===== src/rtl/seq_divider_if.sv =====
// Handshake and operand/result bundle between the control unit and seq_divider.
interface seq_divider_if #(
  parameter int WIDTH = 8
);
  logic             start;
  logic [WIDTH-1:0] dividend;
  logic [WIDTH-1:0] divisor;
  logic             busy;
  logic             done;
  logic [WIDTH-1:0] quotient;
  logic [WIDTH-1:0] remainder;
  logic             div_by_zero;

  modport master (
    output start, dividend, divisor,
    input  busy, done, quotient, remainder, div_by_zero
  );

  modport slave (
    input  start, dividend, divisor,
    output busy, done, quotient, remainder, div_by_zero
  );
endinterface


===== src/rtl/seq_divider.sv =====
// Unsigned restoring divider: one quotient bit per clock, start/busy/done handshake.
// Results and div_by_zero are held until the next operation completes.
module seq_divider #(
  parameter int WIDTH = 8
) (
  input logic          clk,
  input logic          rst_n,
  seq_divider_if.slave bus
);
  localparam int CW = $clog2(WIDTH);

  typedef enum logic [1:0] {
    IDLE,
    BUSY,
    DONE
  } state_t;

  state_t           state;
  logic [WIDTH-1:0] work_q;
  logic [WIDTH-1:0] work_r;
  logic [WIDTH-1:0] divisor_q;
  logic [CW-1:0]    step_cnt;

  logic [WIDTH:0]   r_shift;
  logic [WIDTH:0]   r_diff;
  logic             r_ge;
  logic [WIDTH-1:0] r_next;
  logic [WIDTH-1:0] q_next;

  // Partial remainder stays below the divisor, so the shifted value is below
  // twice the divisor and the top bit of the difference is exactly the borrow.
  always_comb begin
    r_shift = {work_r, work_q[WIDTH-1]};
    r_diff  = r_shift - {1'b0, divisor_q};
    r_ge    = ~r_diff[WIDTH];
    r_next  = r_ge ? r_diff[WIDTH-1:0] : r_shift[WIDTH-1:0];
    q_next  = {work_q[WIDTH-2:0], r_ge};
  end

  always_ff @(posedge clk or negedge rst_n) begin
    if (!rst_n) begin
      state           <= IDLE;
      work_q          <= '0;
      work_r          <= '0;
      divisor_q       <= '0;
      step_cnt        <= '0;
      bus.busy        <= 1'b0;
      bus.done        <= 1'b0;
      bus.quotient    <= '0;
      bus.remainder   <= '0;
      bus.div_by_zero <= 1'b0;
    end else begin
      case (state)
        // DONE accepts a new request exactly like IDLE for back-to-back use.
        IDLE, DONE: begin
          bus.done <= 1'b0;
          state    <= IDLE;
          if (bus.start) begin
            if (bus.divisor != '0) begin
              state     <= BUSY;
              bus.busy  <= 1'b1;
              work_q    <= bus.dividend;
              work_r    <= '0;
              divisor_q <= bus.divisor;
              step_cnt  <= '0;
            end else begin
              state           <= DONE;
              bus.done        <= 1'b1;
              bus.quotient    <= '1;
              bus.remainder   <= bus.dividend;
              bus.div_by_zero <= 1'b1;
            end
          end
        end
        BUSY: begin
          work_q   <= q_next;
          work_r   <= r_next;
          step_cnt <= step_cnt + 1'b1;
          if (step_cnt == CW'(WIDTH - 1)) begin
            state           <= DONE;
            bus.busy        <= 1'b0;
            bus.done        <= 1'b1;
            bus.quotient    <= q_next;
            bus.remainder   <= r_next;
            bus.div_by_zero <= 1'b0;
          end
        end
        default: begin
          state    <= IDLE;
          bus.busy <= 1'b0;
          bus.done <= 1'b0;
        end
      endcase
    end
  end
endmodule

===== src/flat_wrapper.sv =====
// flat-port wrapper written by rule: the top's interface ports become plain ports
module seq_divider_flat 
#(
  parameter int WIDTH = 8
)
  (clk, rst_n, bus_start, bus_dividend, bus_divisor, bus_busy, bus_done, bus_quotient, bus_remainder, bus_div_by_zero);
  seq_divider_if #(.WIDTH(WIDTH)) bus_i ();
  input logic clk;
  input logic rst_n;
  input wire logic [$bits(bus_i.start)-1:0] bus_start;
  input wire logic [$bits(bus_i.dividend)-1:0] bus_dividend;
  input wire logic [$bits(bus_i.divisor)-1:0] bus_divisor;
  output wire logic [$bits(bus_i.busy)-1:0] bus_busy;
  output wire logic [$bits(bus_i.done)-1:0] bus_done;
  output wire logic [$bits(bus_i.quotient)-1:0] bus_quotient;
  output wire logic [$bits(bus_i.remainder)-1:0] bus_remainder;
  output wire logic [$bits(bus_i.div_by_zero)-1:0] bus_div_by_zero;
  assign bus_i.start = bus_start;
  assign bus_i.dividend = bus_dividend;
  assign bus_i.divisor = bus_divisor;
  assign bus_busy = bus_i.busy;
  assign bus_done = bus_i.done;
  assign bus_quotient = bus_i.quotient;
  assign bus_remainder = bus_i.remainder;
  assign bus_div_by_zero = bus_i.div_by_zero;
  seq_divider #(.WIDTH(WIDTH)) u_core (.clk(clk), .rst_n(rst_n), .bus(bus_i));
endmodule

===== config.mk =====
export PLATFORM = sky130hd
export DESIGN_NAME = seq_divider_flat
export DESIGN_NICKNAME = d
export VERILOG_FILES = /design/src/rtl/seq_divider_if.sv /design/src/rtl/seq_divider.sv /design/src/flat_wrapper.sv
export SDC_FILE = /design/constraint.sdc
export NUM_CORES = 1
export LEC_CHECK = 0
export ABC_AREA = 1
export CORE_AREA = 2 2 62 93
export CTS_CLUSTER_SIZE = 16
export DETAILED_ROUTE_END_ITERATION = 10
export DIE_AREA = 0 0 64 95
export HOLD_SLACK_MARGIN = 0.08
export PLACE_DENSITY = 0.75
export SKIP_CTS_REPAIR_TIMING = 1
export SLEW_MARGIN = 20
export SYNTH_ARGS = -nofsm -noshare
export SYNTH_HDL_FRONTEND = slang
export SYNTH_SLANG_ARGS = --single-unit

===== constraint.sdc =====
create_clock -name clk -period 4.95 [get_ports clk]
set_clock_uncertainty 0.1 [all_clocks]
set_input_delay 0.495 -clock clk [delete_from_list [all_inputs] [get_ports clk]]
set_output_delay 0.495 -clock clk [all_outputs]
set_load 0.03 [all_outputs]

==> results of run 1 <==
## metal layers
layer | vias up | track usage | wire length (um)
met5 | - | 0 | 0
met1 | 1040 | 0.257 | 2360
met3 | 8 | 0.0310 | 134
li1 | 1127 | - | -
met2 | 36 | 0.364 | 2880
met4 | 0 | 0.0833 | 114
## layout by cell type (no fill, tap or decap), types with 6 or more instances in the layout
cell type	count
a21oi_1	12
clkbuf_8	6
clkdlybuf4s50_1	36
dfrtp_1	47
ha_1	10
inv_1	58
nand2_1	88
nand3_1	40
nor2_1	27
o21ai_0	14
o21ai_1	8
or2_0	7
## layout make-up
type	count	share of cell area
clock buffers	6	0.0264
clock inverters	2	0.0124
inverters	63	0.0757
multi-input cells	221	0.363
flip-flops and latches	47	0.377
well taps	70	0.0280
repair buffers	37	0.118
## registers in the layout, summed over array words and instances (netlist names)
register,flops
u_core.bus.quotient,8
u_core.divisor_q,8
u_core.work_q,8
u_core.bus.remainder,8
u_core.step_cnt,3
u_core.bus.div_by_zero,1
u_core.bus.done,1
u_core.bus.busy,1
u_core.state,1
u_core.work_r,8
## metrics by stage
stage	power (W)	utilization	hold WS, ps	setup WS (ps)	instance area (um2)
finish	0.00231	0.586	67.2	2680	3120
global route	0.00255	0.586	123	2430	3120
CTS	0.00232	0.586	296	2700	3120
detailed placement	0.00202	0.563	375	2640	3000
global placement	0.00200	0.563	358	2670	3000
floorplan	0.00165	-	99.4	2960	2580
## logic make-up (layout without fill, tap and decap cells)
logic type	after synthesis	in the layout	share of synthesized area
compound gates	37	37	0.0790
xor+xnor	3	3	0.0102
fa+ha+maj	11	11	0.0562
buf+inv	69	108	0.105
flops	47	47	0.456
simple gates	170	170	0.294
## critical path, delay by kind of cell, from the launching register on
kind                     cells  cell delay, ps
buffers and inverters        3             180
adder cells (fa/ha/maj)      2             540
flip-flops                   1             390
AND/OR/NAND/NOR              9             930
## worst paths after layout
| path | end |
|---|---|
| hold reg to reg | u_core.bus.busy |
| hold / removal | u_core.bus.done |
| min in group clk | u_core.bus.busy |
| setup / recovery | u_core.bus.remainder[4] |
| setup reg to reg | u_core.bus.remainder[4] |
| max in group asynchronous | u_core.work_r[5] |
## report_power, final
group          internal [W]  leakage (nW)  switching (W)
sequential         0.000562         0.548      0.0000988
combinational      0.000480          1.02       0.000873
clock              0.000166        0.0618       0.000135
==> flow_summary.ini, run 1 <==
[final_layout]
final_cells = 446
ff_latch_area_um2 = 1180
multiInputGateArea_um2 = 1130
fillers = 500
drive_gt1_frac = 0.0585
fin_nets = 405
area_delta_synth_final_pct = 21.0
antenna_cells = 0

[setup_path]
reg2reg_setup_slack_ps = 2680
crit_required_ps = 5050
max_stage_delay_ps = 400
rr_startpoint = u_core.work_q[7]
rr_worst_depth = 14
cpMaxStageDelayCell = fa_1
crit_path_start = u_core.work_q[7]
endpoint_kind = register
cp_data_arrival_time_ps = 2370
cpMostUsedCell = nand2_1
worstPathMaxFanout = 8
path_cells = inv_1 -> ha_1 -> inv_1 -> fa_1 -> nand2_1 -> nand2_1 -> nand3_1 -> nand2_1 -> nand2_1 -> nand2_1 -> nand3_1 -> nand3_1 -> nand2_1 -> inv_1
crit_type = register to register
setup.worst_path.start_class = register

[synth]
synth_common_cells = nand2_1 (88), inv_1 (58), dfrtp_1 (47)
synth-async-reset-ratio = 1.00
synth_edf_count = 0
syn_avg_cell_area_um2 = 7.66
synth_ff_type = dfrtp_1
synth_top_cell_by_area = dfrtp_1
syn-cell-area_um2 = 2580
ys_ff_latch = 47
synth_cell_type_count = 27
synth.net_count = 367
synth_top_cell_area_share = 0.456
synthCells = 337
ys_warn_count = 0
ys_seq_area_frac = 0.456
synth_area_leaders = dfrtp_1 (46%), nand2_1 (13%), inv_1 (8.4%)
yosysMostFrequentCell = nand2_1

[floorplanning]
chipHeight_um = 95
dieArea_um2 = 6080
die_x_um = 64
coreArea_um2 = 5330
num_rows = 33
start_util = 0.485
ios = 38

[placed_design]
place.gp.congestion = 0.881
placed_cells = 438
port_buffers = 37
dp_hpwl_um = 4120

[detailed_routing]
wire_per_inst_um = 12.3
vias = 2211
drc = 0
drt_first_pass_iters = 4
drt_iter0_markers = 73
routed_via_density = 4.96
ant_nets = 0
drt-total-wl_um = 5480

[clocking]
cts_buffer_depth = 2
cts.htree.levels = 2
cts-root-buf = clkbuf_8
cts_buffers = 5
clock_latency_ps = 310
clkTransAtPathRegs_ps = 90
cts_sinks = 47
cts_tree = yes

[global_route]
grt_pass1_vias = 2177
antenna_found_initial = 0
grt_pass1_wl_um = 9890
gr-usage-all-layers = 0.208
grt-ovfl-total = 0
grt_start_max_net_pins = 48

[sta]
max_freq_mhz = 441
grt_setup_unrepaired = false
tns_ps = 0
slew_viol_final = 0
slew_headroom = 0.575
finalHoldViolCount = 0
setup_viol = 0
period_needed_ps = 2270
fin_crit_sh = 0.458
tightest_slew_ps = 636

[power_and_ir_drop]
power.leakage_nw = 1.63
cellPowerDensity_nw_per_um2 = 741
ir_drop_mv = 0.391

[flow_run]
drv_cap = 0

[status]
status = finished clean

[worst_hold_path]
hold_class = input pin to async pin
Note: power is estimated with default switching activity, not from simulation.
==> run 2, diff against run 1 <==
Clock period 4.95 ns to 2.4 ns, I/O delays scaled along.
==> run 2 against run 1 <==
  * Non-clock buffer count is 5 higher
  * Fmax up 3.4%
  * Die area is the same
  * Largest power group unchanged
  * Worst hold slack improved by 310 ps
  * Critical endpoint is now u_core.bus.remainder[6]
  * Register-to-register slack got worse by 2500 ps
  * Largest cell class unchanged
  * Utilization is 0.63 points higher
  * Global-route usage is 0.55 points higher
  * Via count grew 0.72%
  * Clock power up 88%
==> flow_summary.ini, run 2 (synthesized netlist as in run 1, its figures left out) <==
[power_and_ir_drop]
cellPowerDensity_nw_per_um2 = 1510
power_frac_clock = 0.118
comb_power_share = 0.596
pwr-share-seq = 0.285
power_switching_w = 0.00229
p_int_w = 0.00249
power.leakage_nw = 1.64
switching_share = 0.480
ir_drop_mv = 0.916

[detailed_routing]
wl_met3_um = 121
vias = 2227
drt-total-wl_um = 5760
drt-met1-wl_um = 2460
routed-wl-met2_um = 3060
drc = 0
drt_iter0_markers = 87
ant_nets = 0
top_layer = met4
routed_via_density = 4.95
drt_first_pass_iters = 4
wire_per_inst_um = 12.8

[final_layout]
layout_common_cells = nand2_1 (86), inv_1 (58), dfrtp_1 (47)
final_cell_area_um2 = 3160
mostFrequentLayoutCell = nand2_1
fin_nets = 410
final_cells = 450
drive_gt1_frac = 0.0711
antenna_cells = 0
area_delta_synth_final_pct = 22.3

[global_route]
grt_start_max_net_pins = 29
grt-ovfl-total = 0
grt_pass1_wl_um = 10100
gr-usage-all-layers = 0.214
antenna_found_initial = 0
grt_pass1_vias = 2249

[setup_path]
reg2reg_setup_slack_ps = 210
cp_num_cells = 14
rr_worst_depth = 14
endpoint_kind = register
setup.worst_path.start_class = register
cp_data_arrival_time_ps = 2290
endpoint = u_core.bus.remainder[6]
max_stage_delay_ps = 410
rr_startpoint = u_core.work_q[7]
rr_endpoint = u_core.bus.remainder[6]
crit_family = simple AND/OR/NAND/NOR gates
path_cells = inv_1 -> ha_1 -> inv_1 -> fa_1 -> nand2_1 -> nand2_1 -> nand3_2 -> nand2_1 -> nand2_1 -> nand2_2 -> nand3_1 -> nand3_1 -> nand2_1 -> inv_1
path_buf_inv = 3
worstPathMaxFanout = 8
cpMostUsedCell = nand2_1
crit_type = register to register
cpMaxStageDelayCell = fa_1
crit_required_ps = 2490
crit_path_start = u_core.work_q[7]

[status]
status = finished clean

[floorplanning]
die_x_um = 64
start_util = 0.485
num_rows = 33
coreArea_um2 = 5330
chipHeight_um = 95
dieArea_um2 = 6080
ios = 38

[placed_design]
placed_cells = 442
dp_hpwl_um = 4410
port_buffers = 37
dp_slack_ps = 155
placed_area_um2 = 3030
place.gp.congestion = 0.813

[clocking]
cts_tree = yes
cts-root-buf = clkbuf_8
cts_buffers = 5
clock_latency_ps = 300
cts_buffer_depth = 2
cts_sinks = 47
cts.htree.levels = 2
clkTransAtPathRegs_ps = 90

[sta]
fin_crit_sh = 0.914
finalHoldViolCount = 0
setup_viol = 0
finalWorstSetupSlack_ps = 207
tns_ps = 0
slew_headroom = 0.593
slew_viol_final = 0
tightest_slew_ps = 610
max_freq_mhz = 456
hold_slack_ps = 374
period_needed_ps = 2190

[flow_run]
drv_cap = 0

[worst_hold_path]
hold_class = input pin to async pin
run 2: cell count changes in the layout (fill, tap and decap cells not counted), sizes merged:
| cell | delta |
|---|---|
| inv | -1 |
| buf | +4 |
| dlygate4sd3 | +1 |
run 2: worst register-to-register path, delay by kind of cell (launching register included):
| kind | cells | cell delay, ps |
|---|---|---|
| adder cells (fa/ha/maj) | 2 | 550 |
| buffers and inverters | 3 | 190 |
| AND/OR/NAND/NOR | 9 | 860 |
| flip-flops | 1 | 390 |
run 2: cell type report:
cell class | instances | area [um2]
Fill cell | 488 | 2170
Sequential cell | 47 | 1180
Multi-Input combinational cell | 221 | 1150
Timing Repair Buffer | 42 | 405
Inverter | 63 | 236
Tap cell | 70 | 87.6
Clock buffer | 6 | 72.6
Clock inverter | 1 | 30.0
run 2: worst min path at each step:
stage	startpoint	cells past startpoint	endpoint	slack [ps]
floorplan	rst_n	0	u_core.bus.busy	-160
global route	u_core.step_cnt[0]	1	u_core.step_cnt[0]	420
finish	rst_n	2	u_core.bus.busy	370
global placement	rst_n	1	u_core.step_cnt[2]	190
detailed placement	rst_n	1	u_core.step_cnt[2]	190
CTS	rst_n	1	u_core.step_cnt[2]	-150
run 2: metal layers:
layer,global-route usage,vias up
li1,-,1142
met1,0.253,1044
met2,0.389,32
met3,0.0262,9
met4,0.0870,0
met5,0,-
run 2: power groups by stage:
stage          clock (W)  sequential, W  combinational [W]
6_report        0.000565        0.00136            0.00285
5_1_grt         0.000607        0.00140            0.00325
4_1_cts         0.000579        0.00136            0.00284
3_5_place_dp           0        0.00138            0.00282
3_3_place_gp           0        0.00137            0.00276
2_1_floorplan          0        0.00161            0.00180
run 2: stage by stage:
stage                     power, W   util
after detailed placement   0.00420  0.569
after global placement     0.00413  0.569
after CTS                  0.00478  0.588
after floorplan            0.00341      -
final                      0.00478  0.593
after global routing       0.00526  0.593
